<file path="config.mk">
export PLATFORM = sky130hd
export DESIGN_NAME = exec_seq_ctrl
export DESIGN_NICKNAME = d
export VERILOG_FILES = /design/src/rtl/exec_seq_ctrl.sv
export SDC_FILE = /design/constraint.sdc
export NUM_CORES = 1
export LEC_CHECK = 0
export CORE_AREA = 2 2 120 122
export CTS_BUF_LIST = sky130_fd_sc_hd__clkbuf_8
export DETAILED_ROUTE_END_ITERATION = 16
export DIE_AREA = 0 0 122 124
export PLACE_DENSITY = 0.87
export SETUP_SLACK_MARGIN = 0.2
export SYNTH_ARGS = -nofsm -noshare
export SYNTH_HDL_FRONTEND = slang
export SYNTH_SLANG_ARGS = --single-unit
</file>
<file path="constraint.sdc">
create_clock -name clk -period 5.1 [get_ports clk]
set_input_delay 0.765 -clock clk [delete_from_list [all_inputs] [get_ports clk]]
set_output_delay 0.765 -clock clk [all_outputs]
set_load 0.005 [all_outputs]
</file>
<file path="src/rtl/exec_seq_ctrl.sv">
// Multi-cycle sequencer: fetch, decode, exec, data access and write-back around one shared exec unit.
// Handshake: a req stays high until its ack is sampled on a rising edge; an ack while req is low is ignored.
module exec_seq_ctrl #(
  parameter logic [31:0] RESET_PC        = 32'h0000_0000,
  parameter bit          HALT_ON_ILLEGAL = 1'b1
) (
  input  logic        clk,
  input  logic        rst_n,
  output logic        imem_req,
  output logic [31:0] imem_addr,
  input  logic        imem_ack,
  input  logic [31:0] imem_rdata,
  output logic [4:0]  rs_addr,
  output logic [4:0]  rt_addr,
  output logic [31:0] imm,
  output logic [11:0] aluop,
  output logic        alu_src,
  output logic        branch,
  input  logic        jump,
  input  logic [31:0] alu_result,
  output logic        dmem_req,
  output logic        dmem_we,
  output logic [31:0] dmem_addr,
  input  logic        dmem_ack,
  output logic        rf_we,
  output logic [4:0]  rf_waddr,
  output logic        rf_wsel,
  output logic [31:0] pc,
  output logic        illegal,
  output logic        halted,
  output logic [2:0]  dbg_state
);

  typedef enum logic [2:0] {
    S_FETCH  = 3'd0,
    S_DECODE = 3'd1,
    S_EXEC   = 3'd2,
    S_MEM    = 3'd3,
    S_WB     = 3'd4,
    S_HALT   = 3'd5
  } state_t;

  state_t      state_q;
  logic [31:0] pc_q, ir_q, res_q;
  logic        imem_req_q, dmem_req_q, dmem_we_q, rf_we_q;
  logic        branch_q, alu_src_q, illegal_q, halted_q;

  logic [5:0]  opcode;
  logic        is_r, is_addi, is_lw, is_sw, is_bnez, is_j, is_legal;
  logic [31:0] imm_d, pc_inc_d, br_target_d, j_target_d;

  assign opcode   = ir_q[31:26];
  assign is_r     = (opcode == 6'h00);
  assign is_addi  = (opcode == 6'h08);
  assign is_lw    = (opcode == 6'h23);
  assign is_sw    = (opcode == 6'h2B);
  assign is_bnez  = (opcode == 6'h05);
  assign is_j     = (opcode == 6'h02);
  assign is_legal = is_r | is_addi | is_lw | is_sw | is_bnez | is_j;

  // All PC arithmetic wraps modulo 2^32 through plain 32-bit adds.
  assign imm_d       = {{16{ir_q[15]}}, ir_q[15:0]};
  assign pc_inc_d    = pc_q + 32'd4;
  assign br_target_d = pc_inc_d + {imm_d[29:0], 2'b00};
  assign j_target_d  = {pc_inc_d[31:28], ir_q[25:0], 2'b00};

  always_ff @(posedge clk or negedge rst_n) begin
    if (!rst_n) begin
      state_q    <= S_FETCH;
      pc_q       <= RESET_PC;
      ir_q       <= 32'h0;
      res_q      <= 32'h0;
      imem_req_q <= 1'b0;
      dmem_req_q <= 1'b0;
      dmem_we_q  <= 1'b0;
      rf_we_q    <= 1'b0;
      branch_q   <= 1'b0;
      alu_src_q  <= 1'b0;
      illegal_q  <= 1'b0;
      halted_q   <= 1'b0;
    end else begin
      rf_we_q <= 1'b0;
      case (state_q)
        S_FETCH: begin
          // Coming out of reset the request is raised here; every later entry raises it on the way in.
          if (!imem_req_q) begin
            imem_req_q <= 1'b1;
          end else if (imem_ack) begin
            ir_q       <= imem_rdata;
            imem_req_q <= 1'b0;
            state_q    <= S_DECODE;
          end
        end
        S_DECODE: begin
          if (is_j) begin
            pc_q       <= j_target_d;
            imem_req_q <= 1'b1;
            state_q    <= S_FETCH;
          end else if (!is_legal) begin
            illegal_q <= 1'b1;
            if (HALT_ON_ILLEGAL) begin
              halted_q <= 1'b1;
              state_q  <= S_HALT;
            end else begin
              pc_q       <= pc_inc_d;
              imem_req_q <= 1'b1;
              state_q    <= S_FETCH;
            end
          end else begin
            alu_src_q <= is_addi | is_lw | is_sw;
            branch_q  <= is_bnez;
            state_q   <= S_EXEC;
          end
        end
        S_EXEC: begin
          res_q     <= alu_result;
          alu_src_q <= 1'b0;
          branch_q  <= 1'b0;
          if (is_bnez) begin
            pc_q       <= jump ? br_target_d : pc_inc_d;
            imem_req_q <= 1'b1;
            state_q    <= S_FETCH;
          end else if (is_lw || is_sw) begin
            dmem_req_q <= 1'b1;
            dmem_we_q  <= is_sw;
            state_q    <= S_MEM;
          end else begin
            rf_we_q <= 1'b1;
            state_q <= S_WB;
          end
        end
        S_MEM: begin
          if (dmem_ack) begin
            dmem_req_q <= 1'b0;
            dmem_we_q  <= 1'b0;
            if (is_sw) begin
              pc_q       <= pc_inc_d;
              imem_req_q <= 1'b1;
              state_q    <= S_FETCH;
            end else begin
              rf_we_q <= 1'b1;
              state_q <= S_WB;
            end
          end
        end
        S_WB: begin
          pc_q       <= pc_inc_d;
          imem_req_q <= 1'b1;
          state_q    <= S_FETCH;
        end
        S_HALT: begin
          halted_q <= 1'b1;
        end
        default: begin
          state_q <= S_HALT;
        end
      endcase
    end
  end

  assign imem_req  = imem_req_q;
  assign imem_addr = pc_q;
  assign rs_addr   = ir_q[25:21];
  assign rt_addr   = ir_q[20:16];
  assign imm       = imm_d;
  assign aluop     = {ir_q[31:26], ir_q[5:0]};
  assign alu_src   = alu_src_q;
  assign branch    = branch_q;
  assign dmem_req  = dmem_req_q;
  assign dmem_we   = dmem_we_q;
  assign dmem_addr = res_q;
  assign rf_we     = rf_we_q;
  assign rf_waddr  = is_r ? ir_q[15:11] : ir_q[20:16];
  assign rf_wsel   = is_lw;
  assign pc        = pc_q;
  assign illegal   = illegal_q;
  assign halted    = halted_q;
  assign dbg_state = state_q;

endmodule

</file>
# --- Yosys cells after proc, flatten, opt, wreduce, memory -nomap -nowiden ---
# Cells that the tools add are included.
word_totals:
  register_bits: 107
  out_inout_bits: 167
  word_cells: 105
classes:
  add_sub_neg: 2
  eq_ne: 21
  n_mux: 44
  n_bitwise: 10
  reduce_logical: 16
ops:
  columns: ["op", "count"]
  rows:
  - ["32-bit 2-to-1 mux", 5]
  - ["32-bit case mux with 4 select lines", 1]
  - ["32-bit by 3-bit adder with 32-bit output, second input constant", 1]
  - ["32-bit adder", 1]
  - ["3-bit 2-to-1 mux", 8]
  - ["2-bit inequality test, second input constant", 11]
  - ["1-bit 2-to-1 mux", 21]
  - ["3-bit case mux with 6 select lines", 1]
  - ["6-bit equality test, second input constant", 2]
  - ["1-bit case mux with 2 select lines", 6]
  - ["3-bit AND reduction", 4]
  - ["5-bit AND reduction", 2]
  - ["4-bit AND reduction", 2]
  - ["1-bit OR", 7]
  - ["3-bit by 2-bit equality test with 1-bit output, second input constant", 2]
  - ["3-bit equality test, second input constant", 2]
  - ["6-bit by 2-bit equality test with 1-bit output, second input constant", 1]
  - ["6-bit by 3-bit equality test with 1-bit output, second input constant", 1]
  - ["6-bit by 4-bit equality test with 1-bit output, second input constant", 1]
  - ["6-bit zero test", 1]
  - ["2-bit nonzero test", 3]
  - ["5-bit 2-to-1 mux", 1]
  - ["1-bit case mux with 5 select lines", 1]
  - ["5-bit nonzero test", 1]
  - ["5 further kinds", 7]

# --- Longest topological paths before layout ---
logic_depth:
  depth_word: 9
  ltp_mapped: 17
  mapped_depth_nobuf: 16

# --- Worst setup path before layout ---
# No wires, ideal clock.
synth_path:
  path_type: "flip-flop to flip-flop"
  startpoint: "register pc_q[4], in the netlist imem_addr[4]"
  endpoint: "register pc_q[27], in the netlist imem_addr[27]"
  setup_time_ns: 0.130
  arrival_ns: 3.304
  required_ns: 4.970
  slack_ns: 1.666
  stages_incl_launch_ff: 18
  path_buffers: 1
  synth_period_minus_slack_ns: 3.434
  cell_sequence: "dfrtp_1 > and3_1 > and3_1 > nand2_1 > nor3_1 > nand2_1 > xnor2_1 > ha_1 > buf_6 > o21a_1 > o2111a_1 > a211oi_2 > a211oi_1 > a211o_1 > a21oi_2 > xnor2_1 > a222oi_1 > a21oi_1"
synth_between:
  elab_chain_cells: 5
  elab_cells_between_ends: 7
synth_lines:
  columns: ["item", "line_no", "rtl"]
  rows:
  - ["start, declared", "44", "logic [31:0] pc_q, ir_q, res_q;"]
  - ["start signal, assigned", "96", "pc_q <= j_target_d;"]
  - ["start signal, assigned", "105", "pc_q <= pc_inc_d;"]
  - ["start signal, assigned", "120", "pc_q <= jump ? br_target_d : pc_inc_d;"]
  - ["32-bit by 3-bit adder with 32-bit output (*)", "63", "assign pc_inc_d = pc_q + 32'd4;"]
  - ["32-bit adder", "64", "assign br_target_d = pc_inc_d + {imm_d[29:0], 2'b00};"]
  - ["32-bit 2-to-1 mux", "120", null]
  - ["32-bit 2-to-1 mux", "119", "if (is_bnez) begin"]
  - ["32-bit case mux with 4 select lines (*)", "83", "case (state_q)"]
# Mark *: on every way between the ends. The rest lies on a longest branch, timed or not. The select of a mux whose other input is x is not followed.
# A chain may end at the register's enable or synchronous reset.

# --- Worst setup path after layout ---
# Same ends and word-level chain as after synthesis.

==> metrics <==
largest net degree at the start of global routing 67; number of buffers inserted during clock tree synthesis 9; total instance count after detailed placement 1063; fillcell total 1102; post-placement setup slack 1210 ps; Gates resized, CTS repair 0; Routed Wire Length 20.1 mm; post-route insts no fill 1079; Critical Path End Type register; total iterations of the first detailed-routing run 6; post-synthesis instance area 7110 um2; placed standard-cell area 9130 um2; switching part of the total power 24.0%; post-route total power 1.47 mW; number of violations of the max-capacitance limit 0; distinct cell type count of the synthesized netlist 66; Final setup violation count 0; Mapped Cells 726; number of flip-flops and latches in the synthesized netlist 105; first-pass GRT wire length 31.6 mm; Die Y 124 um; initial cell density of the core 51.8%; Die Width 122 um; Avg Inst Size Synth 9.79 um2; count of flip-flops with a built-in enable after synthesis 0; number of global-route vias before repair 6236; ratio of final minimum period to clock period 80.2%; classification of the worst setup path register to register; Clk pwr share 38.5%; post-route setup slack 1010 ps; part of the power in combinational logic 4.8%; total DRC errors in the routed layout 0; Max-Slew Margin vs Limit 14.8%; maximum clock frequency 245 MHz; count of routing violations after the opening detailed-route iteration 601; post-detail-place hpwl 15.0 mm; Reg clk slew, reported paths 110 ps; worst hold margin 461 ps; part of the Yosys area used for sequential elements 37.0%; sum of negative setup slack 0 ps; RSZ-0062 raised after global routing false; routability cong. 0.928; ratio of cells with drive above 1 in the final layout 12.0%; aggregate global-route resource usage 27.0%; growth of design area from synthesis to finish 31.4%; count of final max-slew check failures 0; final standard cell utilization of the core 68.1%; sinks on the clock net 105; Post-CTS Setup Inserts 0; clock period minus worst slack 4090 ps; overall die area 15100 um2; antenna violations before repair 0; predominant post-synthesis flop cell sky130_fd_sc_hd__dfrtp_1; Hold Fails Final Rpt 0; most frequent standard cell in the layout excluding fill and tap cells sky130_fd_sc_hd__clkdlybuf4s50_1; CTS root buffer sky130_fd_sc_hd__clkbuf_8; core area 13700 um2; PD cells 157 nW/um2; Sw Pwr 0.352 mW; internal power consumption 1.12 mW; share of synthesized registers carrying an async set or reset 100%; total global routing overflow 0; WL/cell 18.6 um; number of levels the H-tree was split into 3; # diodes 0; skew final 10.9 ps; worst hold-check path type primary input to asynchronous set/reset pin; total number of vias 6264; critical path peak fanout 8; vias per cell 5.81; num rows 43; num ports 236; Crit path arrival time 4360 ps; CTS max path bufs 2; run status complete, no violations; antenna violation net count after detailed routing 0; peak supply drop 0.166 mV; critical path launch point type register; Synth warnings 0; leakage power of the design 4.22 nW; CTS tree done; share of power burned in registers 56.7%; total number of nets in the final design 998; clock latency reported for the late side of the worst-skew pair 390 ps; area of all placed cells without fillers 9340 um2; internal reg-to-reg setup slack 1010 ps; required time of the critical path 5370 ps; I/O Buffers 231; highest-count cells in the layout ignoring fill and taps sky130_fd_sc_hd__clkdlybuf4s50_1 (230), sky130_fd_sc_hd__dfrtp_1 (105), sky130_fd_sc_hd__mux2_2 (67); Tightest Pin Transition 1280 ps; hold_buf cts 0
[per-layer routing]
metal / vias up / global-route usage (%) / wire, um
li1: 2921 / - / -
met1: 2978 / 33.2 / 7880
met2: 322 / 45.0 / 9650
met3: 43 / 6.87 / 1940
met4: 0 / 11.9 / 590
met5: - / 0 / 0
[cell type report]
cell class                      instances  area [um2]  share of cell area, %
Clock buffer                            9         124                   1.33
Sequential cell                       105        2630                   28.1
Tap cell                              180         225                   2.41
Multi-Input combinational cell        520        3840                   41.1
Timing Repair Buffer                  238        2360                   25.3
Inverter                               20        75.1                  0.804
Clock inverter                          7        91.3                  0.978
[cells in the mapped netlist (all sizes together), types with 2 or more instances]
| cell type | count | area, um2 |
|---|---|---|
| nor3 | 9 | 50.1 |
| nand2b | 4 | 25.0 |
| and3 | 15 | 95.1 |
| xnor2 | 36 | 315 |
| o21ai | 28 | 151 |
| or2 | 2 | 12.5 |
| o21a | 5 | 37.5 |
| nor4b | 3 | 32.5 |
| o21bai | 3 | 22.5 |
| o221ai | 2 | 17.5 |
| dfrtp | 105 | 2630 |
| a211o | 3 | 26.3 |
| o41a | 2 | 22.5 |
| nor2b | 4 | 25.0 |
| nand2 | 44 | 165 |
| o211ai | 4 | 30.0 |
| a211oi | 8 | 75.1 |
| ha | 34 | 425 |
| a22o | 2 | 17.5 |
| a22oi | 3 | 22.5 |
| inv | 20 | 75.1 |
| o32ai | 2 | 17.5 |
| nand3 | 28 | 140 |
| a221oi | 7 | 61.3 |
| a21o | 17 | 128 |
| clkbuf | 23 | 136 |
| xor2 | 16 | 140 |
| mux2 | 67 | 754 |
| a21oi | 50 | 258 |
| buf | 61 | 464 |
| a41o | 2 | 20.0 |
| and2 | 2 | 12.5 |
| a222oi | 17 | 170 |
| a31oi | 2 | 12.5 |
| nand4 | 4 | 25.0 |
| nor4 | 6 | 50.0 |
| o22ai | 6 | 37.5 |
| nor2 | 63 | 236 |
[power groups by stage]
stage               Combinational, mW  Clock [mW]  Sequential (mW)
CTS                            0.0724       0.576            0.832
floorplan                     0.00389           0            0.849
finish                         0.0707       0.564            0.832
detailed placement             0.0722           0            0.848
global route                   0.0778       0.611            0.832
global placement               0.0706           0            0.848
[critical path, stage by stage, from the launching register on]
cell and delay [ps]:
sky130_fd_sc_hd__dfrtp_1 470, sky130_fd_sc_hd__and3_1 200, sky130_fd_sc_hd__and3_1 250, sky130_fd_sc_hd__nand2_1 90
sky130_fd_sc_hd__nor3_1 320, sky130_fd_sc_hd__nand2_1 150, sky130_fd_sc_hd__xnor2_1 260, sky130_fd_sc_hd__ha_1 380
sky130_fd_sc_hd__o21a_1 220, sky130_fd_sc_hd__o2111a_1 230, sky130_fd_sc_hd__a211oi_2 230, sky130_fd_sc_hd__a211oi_1 90
sky130_fd_sc_hd__a211o_1 330, sky130_fd_sc_hd__a21oi_2 170, sky130_fd_sc_hd__xnor2_1 80, sky130_fd_sc_hd__a222oi_1 380
sky130_fd_sc_hd__a21oi_1 130
[kinds of logic (layout without fill, tap and decap cells)]
| kind of cell | Yosys count | in the layout | synth area share, % |
|---|---|---|---|
| simple gates | 188 | 188 | 12.7 |
| compound gates | 174 | 174 | 17.5 |
| flops | 105 | 105 | 37.0 |
| buf+inv | 104 | 274 | 9.50 |
| mux | 67 | 67 | 10.6 |
| xor+xnor | 52 | 52 | 6.41 |
| fa+ha+maj | 35 | 35 | 6.27 |
| other cells | 1 | 4 | 0.0527 |
[path summary, 6_finish.rpt]
check,from,to,depth (start not counted)
worst max register to register,imem_addr[4],imem_addr[27],16
worst min register to register,halted,halted,1
worst min-delay path,rst_n,ir_q[23],1
min in group clk,halted,halted,1
worst max-delay path,imem_addr[4],imem_addr[27],16
max in group asynchronous,rst_n,dmem_addr[27],2
[registers in the layout (all words and copies together) (netlist names)]
| name | flops |
|---|---|
| imem_req | 1 |
| halted | 1 |
| alu_src | 1 |
| dmem_req | 1 |
| ir_q | 32 |
| branch | 1 |
| dmem_we | 1 |
| dbg_state | 3 |
| illegal | 1 |
| imem_addr | 30 |
| dmem_addr | 32 |
| rf_we | 1 |
Note: power is estimated with default switching activity, not from simulation.
